===== src/rtl/cc_speed_timer.sv =====
// Speed time-base counter: feeds the speed comparator and emits a one-cycle tick on each match.
// Optional `CC_SPEEDTIMER_BOOST_EN adds a boost input that halves the time constant loaded at a wrap.
module cc_speed_timer #(
  parameter int unsigned           DATAWIDTH  = 23,
  parameter int unsigned           LEVELWIDTH = 2,
  parameter int unsigned           MAX_LEVEL  = 3,
  parameter logic [DATAWIDTH-1:0]  TIME_BASE  = DATAWIDTH'(4000000),
  parameter logic [DATAWIDTH-1:0]  TIME_STEP  = DATAWIDTH'(1000000)
) (
  input  logic                  CC_SPEEDTIMER_CLOCK_50,
  input  logic                  CC_SPEEDTIMER_RESET_InHigh,
  input  logic                  CC_SPEEDTIMER_enable_InHigh,
  input  logic                  CC_SPEEDTIMER_speedUp_InLow,
  input  logic                  CC_SPEEDTIMER_speedDown_InLow,
`ifdef CC_SPEEDTIMER_BOOST_EN
  input  logic                  CC_SPEEDTIMER_boost_InHigh,
`endif
  input  logic                  CC_SPEEDTIMER_T0_InLow,
  output logic [DATAWIDTH-1:0]  CC_SPEEDTIMER_data_OutBUS,
  output logic [DATAWIDTH-1:0]  CC_SPEEDTIMER_timeCte_OutBUS,
  output logic [LEVELWIDTH-1:0] CC_SPEEDTIMER_level_OutBUS,
  output logic                  CC_SPEEDTIMER_tick_OutHigh
);

  typedef enum logic [1:0] {StIdle, StRun, StPause} state_e;
  typedef enum logic [1:0] {ReqNone, ReqUp, ReqDown} req_e;

  state_e                state_q;
  req_e                  pend_q, pend_d, req_now;
  logic [DATAWIDTH-1:0]  count_q, tc_q, tc_d, tc_base;
  logic [LEVELWIDTH-1:0] level_q, level_d;
  logic                  tick_q, wrap, boost;

`ifdef CC_SPEEDTIMER_BOOST_EN
  assign boost = CC_SPEEDTIMER_boost_InHigh;
`else
  assign boost = 1'b0;
`endif

  always_comb begin
    req_now = ReqNone;
    if (!CC_SPEEDTIMER_speedUp_InLow && CC_SPEEDTIMER_speedDown_InLow) begin
      req_now = ReqUp;
    end else if (CC_SPEEDTIMER_speedUp_InLow && !CC_SPEEDTIMER_speedDown_InLow) begin
      req_now = ReqDown;
    end

    // The count > constant guard catches a missed match so the count never runs away.
    wrap = (state_q != StIdle) && CC_SPEEDTIMER_enable_InHigh &&
           (!CC_SPEEDTIMER_T0_InLow || (count_q > tc_q));

    // A wrap consumes the pending request; a request on the wrap edge itself is kept.
    if (wrap) begin
      pend_d = req_now;
    end else if (req_now != ReqNone) begin
      pend_d = req_now;
    end else begin
      pend_d = pend_q;
    end

    level_d = level_q;
    if (pend_q == ReqUp && level_q < LEVELWIDTH'(MAX_LEVEL)) begin
      level_d = level_q + 1'b1;
    end else if (pend_q == ReqDown && level_q != '0) begin
      level_d = level_q - 1'b1;
    end

    tc_base = TIME_BASE - DATAWIDTH'(level_d) * TIME_STEP;
    tc_d    = boost ? (tc_base >> 1) : tc_base;
  end

  always_ff @(posedge CC_SPEEDTIMER_CLOCK_50 or posedge CC_SPEEDTIMER_RESET_InHigh) begin
    if (CC_SPEEDTIMER_RESET_InHigh) begin
      state_q <= StIdle;
      pend_q  <= ReqNone;
      count_q <= '0;
      tc_q    <= TIME_BASE;
      level_q <= '0;
      tick_q  <= 1'b0;
    end else begin
      pend_q <= pend_d;
      tick_q <= 1'b0;
      unique case (state_q)
        StIdle: begin
          count_q <= '0;
          if (CC_SPEEDTIMER_enable_InHigh) state_q <= StRun;
        end
        StRun, StPause: begin
          if (CC_SPEEDTIMER_enable_InHigh) begin
            state_q <= StRun;
            if (wrap) begin
              count_q <= '0;
              tick_q  <= 1'b1;
              level_q <= level_d;
              tc_q    <= tc_d;
            end else begin
              count_q <= count_q + 1'b1;
            end
          end else begin
            state_q <= StPause;
          end
        end
        default: state_q <= StIdle;
      endcase
    end
  end

  assign CC_SPEEDTIMER_data_OutBUS    = count_q;
  assign CC_SPEEDTIMER_timeCte_OutBUS = tc_q;
  assign CC_SPEEDTIMER_level_OutBUS   = level_q;
  assign CC_SPEEDTIMER_tick_OutHigh   = tick_q;

endmodule


===== config.mk =====
export PLATFORM = sky130hd
export DESIGN_NAME = cc_speed_timer
export DESIGN_NICKNAME = d
export VERILOG_FILES = /design/src/rtl/cc_speed_timer.sv
export SDC_FILE = /design/constraint.sdc
export NUM_CORES = 1
export LEC_CHECK = 0
export BUFFER_PORTS_ARGS = -buffer_cell sky130_fd_sc_hd__buf_2
export CAP_MARGIN = 10
export CORE_ASPECT_RATIO = 1.2
export CORE_UTILIZATION = 45
export DETAILED_ROUTE_END_ITERATION = 10
export PLACE_DENSITY = 0.73
export SYNTH_ARGS = -nofsm -noshare
export SYNTH_HDL_FRONTEND = slang
export SYNTH_SLANG_ARGS = --single-unit
export TNS_END_PERCENT = 20

===== constraint.sdc =====
create_clock -name CC_SPEEDTIMER_CLOCK_50 -period 5.7 [get_ports CC_SPEEDTIMER_CLOCK_50]
set_clock_uncertainty 0.2 [all_clocks]
set_input_delay 1.14 -clock CC_SPEEDTIMER_CLOCK_50 [delete_from_list [all_inputs] [get_ports CC_SPEEDTIMER_CLOCK_50]]
set_output_delay 1.14 -clock CC_SPEEDTIMER_CLOCK_50 [all_outputs]
set_load 0.02 [all_outputs]

==> metrics.md <==
| Metric | Value |
|---|---|
| Status | `finished clean` |
| Pleak | `about 1.5 nW` |
| Hold Path Depth | `2` |
| Final Wtd Congestion | `0.904` |
| Post-CTS sizing | `0` |
| Area leader, netlist | `dfrtp_1` |
| ANT nets after route | `0` |
| Reg2reg setup slack | `approximately 2.1 ns` |
| Most common cell after layout, fill and taps aside | `buf_2` |
| Fillers | `541` |
| Routed WL | `roughly 6000 um` |
| CP arrival | `approximately 3.6 ns` |
| Largest stage delay, worst path | `0.80 ns` |
| Peak VDD IR | `between 0.15 and 0.2 mV` |
| Minimum clock period | `around 3.6 ns` |
| Synth top area cells | `dfrtp_1 (31%), ha_1 (13%), dfstp_2 (5.0%), buf_4 (4.8%), inv_1 (3.6%)` |
| Hold-fix buffers, CTS | `0` |
| TNS Setup | `0 ns` |
| Ys Warns | `0` |
| Area Overhead vs Synth | `12.3%` |
| # Post-CTS Setup Buffers | `0` |
| First-pass GRT wire length | `9950 um` |
| CORE AREA | `approximately 5700 um2` |
| # port buffers | `between 40 and 50` |
| Count of final max-slew check failures | `0` |
| Min-Delay Startpoint | `CC_SPEEDTIMER_timeCte_OutBUS[21]$_DFFE_PP1P_` |
| CP Max Fanout | `23` |
| CP required | `5.68 ns` |
| Worst min path class | `flop to flop` |
| Crit path kind | `flop to flop` |
| Cell Chain, Critical Path | `inv_1 > ha_1 > nand4bb_1 > a211oi_1 > o41ai_2 > a21oi_2 > and2_1 > mux2_2` |
| Max Cap Violations | `0` |
| Sequential-to-total area share from yosys stat | `a little over a third` |
| Area of the multi-input gates | `1470 um2` |
| Hold endpoint | `CC_SPEEDTIMER_timeCte_OutBUS[21]$_DFFE_PP1P_` |
| Slew Limit Headroom | `34.6%` |
| Period utilization | `a little under two thirds` |
| Syn_area_per_cell | `slightly above 9 um2` |
| Vias in the first global route | `~2100` |
| Clock Pin Slew Worst Setup and Hold Paths | `~0.080 ns` |
| Inserted Clock Buffers | `5` |
| Cell area after placement | `approximately 2900 um2` |
| Fmax | `approximately 280 MHz` |
| DRC viols | `0` |
| Clk_lat worst skew | `roughly 0.29 ns` |
| CTS tree | `yes` |
| Non-Filler Instances | `408` |
| Die area | `6180 um2` |
| Top Ports | `between 50 and 60` |
| Commonest cells after routing, fill and taps aside | `buf_2 (46), dfrtp_1 (33), ha_1 (27)` |
| Drt wl/cell | `14.6 um` |
| Fin area | `just under 3000 um2` |
| Gr busiest metal | `met2` |
| Post-synth EDFFs | `0` |
| Vias | `2186` |
| Largest net degree at the start of global routing | `39` |
| Initial antenna violation count | `0` |
| Met3 GRT Util | `~2.7%` |
| Row count | `30` |
| Starting Density | `a little under half` |
| Clk buf depth | `2` |
| Clock root buffer | `clkbuf_8` |
| ANT cells | `0` |
| Layout cells sized above 1 | `a little under a quarter` |
| Worst Setup End Kind | `flop` |
| Sink Count | `38` |
| Final hold violations | `0` |
| #FFs+latches synth | `38` |
| Setup-failing EPs final | `0` |
| Unique masters post-synth | `54` |
| Layout Nets | `between 300 and 400` |
| First-pass DRT Iterations | `4` |
| RSZ-0062 raised after global routing | `false` |
| Synth Flop Type | `dfrtp_1` |
| DPL Wire Length | `around 4400 um` |
| Die Width | `slightly above 70 um` |
| Reg2Reg Capture Point | `CC_SPEEDTIMER_timeCte_OutBUS[15]$_DFFE_PP0P_` |
| Met2 Use GR | `between 30% and 40%` |
| Total grt overflow | `0` |
| Final worst setup slack | `around 2.1 ns` |
| Crit path launch type | `flop` |
| Grt met1 use | `between 20% and 30%` |
| Routed vias/inst | `5.36` |
| Mapped Area | `around 2600 um2` |
| Inst Count DP | `400` |
| Setup WS pre-CTS | `2.03 ns` |
| R2r startpoint | `CC_SPEEDTIMER_level_OutBUS[0]$_DFFE_PP0P_` |
| Worst Max-Slew Pin Slew | `about 0.98 ns` |
| Reg2Reg Depth | `8` |
| CP max-delay cell | `a21oi_2` |
| Synth Instances | `288` |
| Async set or reset register ratio after synthesis | `100%` |
| Synth top area share | `between 30% and 40%` |
| 1st-iter DRT viols | `between 80 and 90` |
| Total track usage | `between 20% and 30%` |
| Cell Pwr Density | `425 nW/um2` |
| Die height | `85.9 um` |
| Final core utilization | `52.3%` |
| CTS H-Tree Depth | `2` |
| Reg area | `957 um2` |
[area by class of cell]
cell class                 count  share of cell area, %
clock buffer                   5                   2.32
clock inverter                 3                   1.35
inverter                      25                   3.17
multi-input combinational    210                   49.5
sequential                    38                   32.3
tap                           80                   3.38
timing repair buffer          47                   8.02
[power breakdown]
group	internal (mW)	switching (mW)
combinational	0.215	0.427
sequential	0.332	0.0532
clock	0.129	0.102
total	0.676	0.582
[stage by stage]
stage	hold slack [ns]	total power [mW]
after floorplan	0.310	0.891
after global placement	0.286	1.02
after detailed placement	0.286	1.04
after CTS	0.300	1.27
after global routing	0.351	1.36
final	0.297	1.26
[flip-flops by register name (all words and copies together), names as in the netlist]
signal / cells
state_q: 2
CC_SPEEDTIMER_timeCte_OutBUS: 8
CC_SPEEDTIMER_level_OutBUS: 2
CC_SPEEDTIMER_data_OutBUS: 23
CC_SPEEDTIMER_tick_OutHigh: 1
pend_q: 2
[kinds of logic after synthesis]
logic type | count (synthesis) | share of synthesized area (%)
XOR/XNOR | 13 | 4.31
flip-flops | 38 | 36.3
other | 1 | 0.142
AND/OR/NAND/NOR | 102 | 20.7
adder cells (fa/ha/maj) | 27 | 12.8
AO/OA/AOI/OAI | 53 | 13.8
buffers and inverters | 47 | 9.20
multiplexers | 7 | 2.80
[worst max-delay path, delay by kind of cell (launching register included)]
kind | cells | cell delay (ns)
buf+inv | 1 | 0.15
fa+ha+maj | 1 | 0.33
flops | 1 | 0.49
compound gates | 3 | 1.22
mux | 1 | 0.39
simple gates | 2 | 0.73
[metal layers]
| metal | up-vias | share of wire (%) |
|---|---|---|
| li1 | 1063 | - |
| met1 | 1050 | 45 |
| met2 | 61 | 50 |
| met3 | 12 | 3.6 |
| met4 | 0 | 1.6 |
| met5 | - | 0 |
[synthesized netlist by cell type, types with 2 or more instances]
| cell type | n |
|---|---|
| dfrtp_1 | 33 |
| ha_1 | 27 |
| inv_1 | 25 |
| nand2_1 | 25 |
| nor2_1 | 25 |
| buf_4 | 17 |
| a21oi_1 | 12 |
| nand3_1 | 10 |
| o21ai_0 | 10 |
| a21o_1 | 7 |
| xor2_1 | 7 |
| nor4_1 | 6 |
| xnor2_1 | 6 |
| dfstp_2 | 5 |
| nand4_1 | 5 |
| nor3_1 | 5 |
| mux2i_1 | 4 |
| o31ai_1 | 4 |
| a211oi_1 | 3 |
| a22o_1 | 3 |
| and3_1 | 3 |
| clkbuf_1 | 3 |
| mux2_2 | 3 |
| o21a_1 | 3 |
| a31oi_1 | 2 |
| and2_1 | 2 |
| and4_2 | 2 |
| nand3b_1 | 2 |
| nor2b_1 | 2 |
| nor4_2 | 2 |
| or2_2 | 2 |
[worst max-delay path by stage]
stage / start / end / cells after the start
2_1_floorplan: CC_SPEEDTIMER_level_OutBUS[0]$_DFFE_PP0P_ / CC_SPEEDTIMER_timeCte_OutBUS[15]$_DFFE_PP0P_ / 8
3_3_place_gp: CC_SPEEDTIMER_T0_InLow / CC_SPEEDTIMER_timeCte_OutBUS[15]$_DFFE_PP0P_ / 7
3_5_place_dp: CC_SPEEDTIMER_T0_InLow / CC_SPEEDTIMER_timeCte_OutBUS[15]$_DFFE_PP0P_ / 7
4_1_cts: CC_SPEEDTIMER_level_OutBUS[0]$_DFFE_PP0P_ / CC_SPEEDTIMER_timeCte_OutBUS[15]$_DFFE_PP0P_ / 8
5_1_grt: CC_SPEEDTIMER_level_OutBUS[0]$_DFFE_PP0P_ / CC_SPEEDTIMER_timeCte_OutBUS[15]$_DFFE_PP0P_ / 8
6_report: CC_SPEEDTIMER_level_OutBUS[0]$_DFFE_PP0P_ / CC_SPEEDTIMER_timeCte_OutBUS[15]$_DFFE_PP0P_ / 8
Power figures use the tool's default switching activity.
